## config.mk

```make
export PLATFORM = sky130hd
export DESIGN_NAME = ahb_arb2_flat
export DESIGN_NICKNAME = d
export VERILOG_FILES = /design/src/rtl/ahb_pkg.sv /design/src/rtl/ahb_arb2_if.sv /design/src/rtl/ahb_arb_burst_cnt.sv /design/src/rtl/ahb_arb2.sv /design/src/flat_wrapper.sv
export SDC_FILE = /design/constraint.sdc
export NUM_CORES = 1
export LEC_CHECK = 0
export ABC_CLOCK_PERIOD_IN_PS = 2000
export CAP_MARGIN = 10
export CORE_AREA = 2 2 88 90
export CTS_BUF_LIST = sky130_fd_sc_hd__clkbuf_4
export DETAILED_ROUTE_END_ITERATION = 7
export DIE_AREA = 0 0 90 92
export PLACE_DENSITY_LB_ADDON = 0.3
export SLEW_MARGIN = 5
export SYNTH_ARGS = -nofsm -noshare
export SYNTH_HDL_FRONTEND = slang
export SYNTH_SLANG_ARGS = --single-unit
```

## constraint.sdc

```tcl
create_clock -name HCLK -period 2 [get_ports HCLK]
set_input_delay 0.2 -clock HCLK [delete_from_list [all_inputs] [get_ports HCLK]]
set_output_delay 0.2 -clock HCLK [all_outputs]
set_load 0.02 [all_outputs]
```

## src/rtl/ahb_pkg.sv

```systemverilog
// ahb_pkg: shared AHB transfer/burst encodings and the burst-length decode
package ahb_pkg;

    typedef enum logic [1:0] {
        HT_IDLE   = 2'b00,
        HT_BUSY   = 2'b01,
        HT_NONSEQ = 2'b10,
        HT_SEQ    = 2'b11
    } htrans_e;

    typedef enum logic [2:0] {
        HB_SINGLE = 3'd0,
        HB_INCR   = 3'd1,
        HB_WRAP4  = 3'd2,
        HB_INCR4  = 3'd3,
        HB_WRAP8  = 3'd4,
        HB_INCR8  = 3'd5,
        HB_WRAP16 = 3'd6,
        HB_INCR16 = 3'd7
    } hburst_e;

    // Beats in a fixed-length burst; SINGLE and undefined-length INCR report 1
    // so that "length - 1" leaves nothing outstanding.
    function automatic logic [4:0] burst_len(input logic [2:0] b);
        return (b == HB_WRAP4  || b == HB_INCR4)  ? 5'd4  :
               (b == HB_WRAP8  || b == HB_INCR8)  ? 5'd8  :
               (b == HB_WRAP16 || b == HB_INCR16) ? 5'd16 : 5'd1;
    endfunction

endpackage

```

## src/rtl/ahb_arb2_if.sv

```systemverilog
// ahb_arb2_if: two-master AHB bus bundle between the masters, the arbiter and the slave
//   per-master : HBUSREQ, HLOCK, HTRANS, HADDR, HWRITE, HSIZE, HBURST, HWDATA (in to arbiter), HGRANT (out)
//   slave side : HADDR, HTRANS, HWRITE, HSIZE, HBURST, HWDATA, HMASTER, HMASTLOCK (out), HREADY (in)
//   AHB_AWIDTH / AHB_DWIDTH set the address and data widths.
interface ahb_arb2_if #(
    parameter int AHB_AWIDTH = 32,
    parameter int AHB_DWIDTH = 32
);
    logic                  HBUSREQ_M0, HBUSREQ_M1;
    logic                  HLOCK_M0, HLOCK_M1;
    logic [1:0]            HTRANS_M0, HTRANS_M1;
    logic [AHB_AWIDTH-1:0] HADDR_M0, HADDR_M1;
    logic                  HWRITE_M0, HWRITE_M1;
    logic [2:0]            HSIZE_M0, HSIZE_M1;
    logic [2:0]            HBURST_M0, HBURST_M1;
    logic [AHB_DWIDTH-1:0] HWDATA_M0, HWDATA_M1;
    logic                  HGRANT_M0, HGRANT_M1;
    logic [AHB_AWIDTH-1:0] HADDR;
    logic [1:0]            HTRANS;
    logic                  HWRITE;
    logic [2:0]            HSIZE, HBURST;
    logic [AHB_DWIDTH-1:0] HWDATA;
    logic                  HMASTER, HMASTLOCK;
    logic                  HREADY;

    // arbiter view
    modport slave (
        input  HBUSREQ_M0, HBUSREQ_M1, HLOCK_M0, HLOCK_M1, HTRANS_M0, HTRANS_M1,
               HADDR_M0, HADDR_M1, HWRITE_M0, HWRITE_M1, HSIZE_M0, HSIZE_M1,
               HBURST_M0, HBURST_M1, HWDATA_M0, HWDATA_M1, HREADY,
        output HGRANT_M0, HGRANT_M1, HADDR, HTRANS, HWRITE, HSIZE, HBURST,
               HWDATA, HMASTER, HMASTLOCK
    );

    // masters + slave view
    modport master (
        output HBUSREQ_M0, HBUSREQ_M1, HLOCK_M0, HLOCK_M1, HTRANS_M0, HTRANS_M1,
               HADDR_M0, HADDR_M1, HWRITE_M0, HWRITE_M1, HSIZE_M0, HSIZE_M1,
               HBURST_M0, HBURST_M1, HWDATA_M0, HWDATA_M1, HREADY,
        input  HGRANT_M0, HGRANT_M1, HADDR, HTRANS, HWRITE, HSIZE, HBURST,
               HWDATA, HMASTER, HMASTLOCK
    );
endinterface

```

## src/rtl/ahb_arb_burst_cnt.sv

```systemverilog
// ahb_arb_burst_cnt: outstanding-beat counter and handover-window qualifier
//   HCLK, HRESETn : clock, async active-low reset
//   hready        : slave ready (transfer accepted)
//   htrans/hburst : muxed address-phase transfer type and burst type
//   lock          : HLOCK of the currently granted master
//   hw            : arbitration may change the grant on this edge
module ahb_arb_burst_cnt (
    input  logic       HCLK,
    input  logic       HRESETn,
    input  logic       hready,
    input  logic [1:0] htrans,
    input  logic [2:0] hburst,
    input  logic       lock,
    output logic       hw
);
    import ahb_pkg::*;

    logic [4:0] cnt, len;
    logic       nseq, seq, fixed;

    assign len   = burst_len(hburst);
    assign fixed = len != 5'd1;
    assign nseq  = hready && htrans == HT_NONSEQ;
    assign seq   = hready && htrans == HT_SEQ;
    // Window opens when nothing is outstanding, or as the last fixed-burst address is taken.
    assign hw = hready && !lock &&
                ((cnt == 5'd0 && !(nseq && fixed)) || (cnt == 5'd1 && seq));

    always_ff @(posedge HCLK or negedge HRESETn) begin
        if (!HRESETn)
            cnt <= 5'd0;
        else if (nseq)
            cnt <= len - 5'd1;
        else if (seq && cnt != 5'd0)
            cnt <= cnt - 5'd1;
    end
endmodule

```

## src/rtl/ahb_arb2.sv

```systemverilog
// ahb_arb2: two-master AHB arbiter and address/data multiplexer for one slave
//   HCLK, HRESETn : clock, async active-low reset
//   bus           : ahb_arb2_if.slave (per-master requests/controls in, grants and muxed slave bus out)
//   DEFAULT_MASTER: master parked on when nobody requests
//   ARB_ROUND_ROBIN_EN: when defined, contention alternates; otherwise M0 has fixed priority
module ahb_arb2 #(
    parameter bit DEFAULT_MASTER = 1'b0
) (
    input  logic       HCLK,
    input  logic       HRESETn,
    ahb_arb2_if.slave  bus
);
    import ahb_pkg::*;

    logic grant_q, downer_q, hw, win, pick, lock_g;

    assign lock_g = grant_q ? bus.HLOCK_M1 : bus.HLOCK_M0;
    assign win    = (bus.HBUSREQ_M0 && bus.HBUSREQ_M1) ? pick :
                    bus.HBUSREQ_M0 ? 1'b0 :
                    bus.HBUSREQ_M1 ? 1'b1 : DEFAULT_MASTER;

`ifdef ARB_ROUND_ROBIN_EN
    logic last_q;

    assign pick = !last_q;

    always_ff @(posedge HCLK or negedge HRESETn) begin
        if (!HRESETn)
            last_q <= DEFAULT_MASTER;
        else if (hw && (bus.HBUSREQ_M0 || bus.HBUSREQ_M1))
            last_q <= win;
    end
`else
    assign pick = 1'b0;
`endif

    ahb_arb_burst_cnt u_cnt (
        .HCLK    (HCLK),
        .HRESETn (HRESETn),
        .hready  (bus.HREADY),
        .htrans  (bus.HTRANS),
        .hburst  (bus.HBURST),
        .lock    (lock_g),
        .hw      (hw)
    );

    // grant -> address owner -> data owner, advancing only on accepted cycles
    always_ff @(posedge HCLK or negedge HRESETn) begin
        if (!HRESETn) begin
            grant_q       <= DEFAULT_MASTER;
            bus.HMASTER   <= DEFAULT_MASTER;
            downer_q      <= DEFAULT_MASTER;
            bus.HMASTLOCK <= 1'b0;
        end else begin
            if (hw)
                grant_q <= win;
            if (bus.HREADY) begin
                bus.HMASTER   <= grant_q;
                downer_q      <= bus.HMASTER;
                bus.HMASTLOCK <= lock_g;
            end
        end
    end

    assign bus.HGRANT_M0 = !grant_q;
    assign bus.HGRANT_M1 = grant_q;
    assign bus.HADDR     = bus.HMASTER ? bus.HADDR_M1  : bus.HADDR_M0;
    assign bus.HTRANS    = !HRESETn ? HT_IDLE : (bus.HMASTER ? bus.HTRANS_M1 : bus.HTRANS_M0);
    assign bus.HWRITE    = bus.HMASTER ? bus.HWRITE_M1 : bus.HWRITE_M0;
    assign bus.HSIZE     = bus.HMASTER ? bus.HSIZE_M1  : bus.HSIZE_M0;
    assign bus.HBURST    = bus.HMASTER ? bus.HBURST_M1 : bus.HBURST_M0;
    assign bus.HWDATA    = downer_q ? bus.HWDATA_M1 : bus.HWDATA_M0;
endmodule

```

## src/flat_wrapper.sv

```systemverilog
// flat-port wrapper written by rule: the top's interface ports become plain ports
module ahb_arb2_flat import ahb_pkg::*;
#(
    parameter bit DEFAULT_MASTER = 1'b0
)
  (HCLK, HRESETn, bus_HBUSREQ_M0, bus_HBUSREQ_M1, bus_HLOCK_M0, bus_HLOCK_M1, bus_HTRANS_M0, bus_HTRANS_M1, bus_HADDR_M0, bus_HADDR_M1, bus_HWRITE_M0, bus_HWRITE_M1, bus_HSIZE_M0, bus_HSIZE_M1, bus_HBURST_M0, bus_HBURST_M1, bus_HWDATA_M0, bus_HWDATA_M1, bus_HREADY, bus_HGRANT_M0, bus_HGRANT_M1, bus_HADDR, bus_HTRANS, bus_HWRITE, bus_HSIZE, bus_HBURST, bus_HWDATA, bus_HMASTER, bus_HMASTLOCK);
  ahb_arb2_if #(.AHB_AWIDTH(32), .AHB_DWIDTH(32)) bus_i ();
  input  logic HCLK;
  input  logic HRESETn;
  input wire logic [$bits(bus_i.HBUSREQ_M0)-1:0] bus_HBUSREQ_M0;
  input wire logic [$bits(bus_i.HBUSREQ_M1)-1:0] bus_HBUSREQ_M1;
  input wire logic [$bits(bus_i.HLOCK_M0)-1:0] bus_HLOCK_M0;
  input wire logic [$bits(bus_i.HLOCK_M1)-1:0] bus_HLOCK_M1;
  input wire logic [$bits(bus_i.HTRANS_M0)-1:0] bus_HTRANS_M0;
  input wire logic [$bits(bus_i.HTRANS_M1)-1:0] bus_HTRANS_M1;
  input wire logic [$bits(bus_i.HADDR_M0)-1:0] bus_HADDR_M0;
  input wire logic [$bits(bus_i.HADDR_M1)-1:0] bus_HADDR_M1;
  input wire logic [$bits(bus_i.HWRITE_M0)-1:0] bus_HWRITE_M0;
  input wire logic [$bits(bus_i.HWRITE_M1)-1:0] bus_HWRITE_M1;
  input wire logic [$bits(bus_i.HSIZE_M0)-1:0] bus_HSIZE_M0;
  input wire logic [$bits(bus_i.HSIZE_M1)-1:0] bus_HSIZE_M1;
  input wire logic [$bits(bus_i.HBURST_M0)-1:0] bus_HBURST_M0;
  input wire logic [$bits(bus_i.HBURST_M1)-1:0] bus_HBURST_M1;
  input wire logic [$bits(bus_i.HWDATA_M0)-1:0] bus_HWDATA_M0;
  input wire logic [$bits(bus_i.HWDATA_M1)-1:0] bus_HWDATA_M1;
  input wire logic [$bits(bus_i.HREADY)-1:0] bus_HREADY;
  output wire logic [$bits(bus_i.HGRANT_M0)-1:0] bus_HGRANT_M0;
  output wire logic [$bits(bus_i.HGRANT_M1)-1:0] bus_HGRANT_M1;
  output wire logic [$bits(bus_i.HADDR)-1:0] bus_HADDR;
  output wire logic [$bits(bus_i.HTRANS)-1:0] bus_HTRANS;
  output wire logic [$bits(bus_i.HWRITE)-1:0] bus_HWRITE;
  output wire logic [$bits(bus_i.HSIZE)-1:0] bus_HSIZE;
  output wire logic [$bits(bus_i.HBURST)-1:0] bus_HBURST;
  output wire logic [$bits(bus_i.HWDATA)-1:0] bus_HWDATA;
  output wire logic [$bits(bus_i.HMASTER)-1:0] bus_HMASTER;
  output wire logic [$bits(bus_i.HMASTLOCK)-1:0] bus_HMASTLOCK;
  assign bus_i.HBUSREQ_M0 = bus_HBUSREQ_M0;
  assign bus_i.HBUSREQ_M1 = bus_HBUSREQ_M1;
  assign bus_i.HLOCK_M0 = bus_HLOCK_M0;
  assign bus_i.HLOCK_M1 = bus_HLOCK_M1;
  assign bus_i.HTRANS_M0 = bus_HTRANS_M0;
  assign bus_i.HTRANS_M1 = bus_HTRANS_M1;
  assign bus_i.HADDR_M0 = bus_HADDR_M0;
  assign bus_i.HADDR_M1 = bus_HADDR_M1;
  assign bus_i.HWRITE_M0 = bus_HWRITE_M0;
  assign bus_i.HWRITE_M1 = bus_HWRITE_M1;
  assign bus_i.HSIZE_M0 = bus_HSIZE_M0;
  assign bus_i.HSIZE_M1 = bus_HSIZE_M1;
  assign bus_i.HBURST_M0 = bus_HBURST_M0;
  assign bus_i.HBURST_M1 = bus_HBURST_M1;
  assign bus_i.HWDATA_M0 = bus_HWDATA_M0;
  assign bus_i.HWDATA_M1 = bus_HWDATA_M1;
  assign bus_i.HREADY = bus_HREADY;
  assign bus_HGRANT_M0 = bus_i.HGRANT_M0;
  assign bus_HGRANT_M1 = bus_i.HGRANT_M1;
  assign bus_HADDR = bus_i.HADDR;
  assign bus_HTRANS = bus_i.HTRANS;
  assign bus_HWRITE = bus_i.HWRITE;
  assign bus_HSIZE = bus_i.HSIZE;
  assign bus_HBURST = bus_i.HBURST;
  assign bus_HWDATA = bus_i.HWDATA;
  assign bus_HMASTER = bus_i.HMASTER;
  assign bus_HMASTLOCK = bus_i.HMASTLOCK;
  ahb_arb2 #(.DEFAULT_MASTER(DEFAULT_MASTER)) u_core (.HCLK(HCLK), .HRESETn(HRESETn), .bus(bus_i));
endmodule
```

==> out/qor.yml <==
outcome: "complete, no violations"
dieArea_um2: 8280
port_buffers: 229
htreeDepth: 1
power.density_nw_per_um2: 473
synth_cells: 150
synth.largest_area_cell: "mux2_2"
wire_per_inst_um: 15.6
clk_latency_ns: 0.26
clock_sinks: 9
maxSlewHeadroom_pct: 73.4
boundaryPins: 230
path_class: "reg -> out"
worstSetupEndpointType: "output port"
area_growth_pct: 173
yosys_warnings: 0
clk_pin_slew_ns: 0.06
slew_violations: 0
skew_ns: 0.00221
arrival_ns: 1.75
syn_area_um2: 1470
peakVddDrop_mv: 0.237
max_freq_ghz: 0.513
cts_tree: "built"
grt_max_degree: 34
cts-root-buf: "clkbuf_4"
grt_use_total_pct: 16.5
chipHeight_um: 92
cts_inserted_buffers: 3
drive_gt1_share_pct: 22.9
tns_ns: 0
dp_cells: 477
place_congestion: 0.777
setup_viol: 0
rows: 32
final_common_cell: "clkdlybuf4s50_1"
hp-class: "in -> async"
nets: 537
final_cell_mix: "clkdlybuf4s50_1, mux2_2, dlygate4sd2_1"
start_util_pct: 19.7
clock_path_buffers: 2
synth_nets: 306
die_w_um: 90
crit_fanout: 33
period_share_pct: 97.5
ant_nets: 0
fillers: 723
cellLeakagePower_nw: 1.87
drc: 0
synth_cell_type_count: 32
required_ns: 1.80
wirelength_um: 7520
dpl.hpwl_um: 6500
via_per_inst: 4.50
antenna_found_initial: 0
seq_area_frac_synth_pct: 15.3
vias: 2171
grt_pass1_wl_um: 11200
utilization_pct: 53.8
drt_iter0_markers: 89
finalHoldViolations: 0
cp-start-kind: "register"
max_cap_violations: 0
rsz0062_at_grt: "false"
grt_pass1_vias: 2274
drtPass1Iterations: 4
ys_seq_elements: 9
core-area_um2: 7450
grt_overflow_total: 0
fin_crit_ns: 1.95
stdcell_count: 482
antenna_cells: 0
tightest_slew_ns: 0.397
synth_top_area_share_pct: 56.7
syn_area_per_cell_um2: 9.80
synthTopCellsByArea: "mux2_2, dfrtp_1, ha_1"
[cells in the mapped netlist (all sizes together)]
| cell | instances |
|---|---|
| a211o | 1 |
| a21oi | 4 |
| a311o | 1 |
| nor2 | 4 |
| nand3 | 3 |
| and4 | 1 |
| or4b | 1 |
| ha | 3 |
| or4 | 3 |
| o31ai | 3 |
| nor3 | 2 |
| a211oi | 1 |
| clkbuf | 9 |
| nand2b | 1 |
| and3 | 2 |
| buf | 1 |
| o311ai | 1 |
| nor2b | 1 |
| a31oi | 3 |
| dfrtp | 9 |
| nor3b | 1 |
| nand4 | 1 |
| o21ai | 3 |
| nand2 | 4 |
| and2 | 1 |
| or3 | 2 |
| mux2i | 2 |
| inv | 6 |
| mux2 | 74 |
| a41o | 1 |
| o211ai | 1 |
[worst max-delay path, cell delays in order (launching register included)]
cell	delay [ns]
dfrtp_1	0.37
buf_12	0.21
mux2_2	0.36
clkdlybuf4s50_1	0.54
[flip-flops by register name (all words and copies together) (netlist names)]
register              cells
u_core.downer_q           1
u_core.bus.HGRANT_M1      1
u_core.u_cnt.cnt          5
u_core.bus.HMASTLOCK      1
u_core.bus.HMASTER        1
[final timing paths]
| check | end | slack (ns) | depth (start not counted) | startpoint |
|---|---|---|---|---|
| max | bus_HWDATA[24] | 0.05 | 3 | u_core.downer_q |
| min | u_core.bus.HMASTER | 0.33 | 2 | HRESETn |
| max reg2reg | u_core.u_cnt.cnt[3] | 0.18 | 5 | u_core.u_cnt.cnt[0] |
| min reg2reg | u_core.bus.HMASTLOCK | 0.55 | 2 | u_core.bus.HMASTLOCK |
| max in group asynchronous | u_core.u_cnt.cnt[3] | 1.53 | 2 | HRESETn |
| min in group HCLK | u_core.bus.HMASTLOCK | 0.55 | 2 | u_core.bus.HMASTLOCK |
[final cells by class]
class | instances | area, um^2 | area share [%]
tap | 102 | 128 | 3.18
inverter | 6 | 22.5 | 0.562
timing repair buffer | 236 | 2420 | 60.3
multi-input combinational | 125 | 1190 | 29.6
clock buffer | 4 | 30.0 | 0.749
sequential | 9 | 226 | 5.65
[cell families after synthesis]
logic type	share of synthesized area [%]
buffers and inverters	4.60
and+or+nand+nor	10.5
DFF	15.3
muxes	58.3
adders and majority gates	2.55
AOI/OAI and AO/OA	8.77
[metrics by stage]
stage	worst slack [ns]	hold slack, ns	total power [mW]	instance area (um^2)
floorplan	0.0851	-0.0956	1.02	1470
CTS	0.00415	0.320	1.92	3920
finish	0.0490	0.329	1.90	4010
global placement	0.142	0.529	1.80	3930
detailed placement	0.0873	0.545	1.82	3930
global route	0.000585	0.354	2.01	4010
[timing repair]
item                       in CTS  in global routing
setup buffers                   1                  0
hold buffers                    0                  0
setup endpoints to repair      40                 33
resized for setup              36                 33
[per-layer routing]
layer	share of wire, %	GRT usage, %	up-vias
met3	11	5.83	10
li1	-	-	1031
met2	50	30.4	160
met1	38	18.4	970
met4	1.3	3.08	0
met5	0	0	-
[report_power, final]
group / switching (mW) / total (mW) / internal (mW)
registers: 0.0586 / 0.294 / 0.235
clock network: 0.0615 / 0.152 / 0.0903
logic: 0.635 / 1.45 / 0.814
total: 0.755 / 1.90 / 1.14
Note: power is estimated with default switching activity, not from simulation.
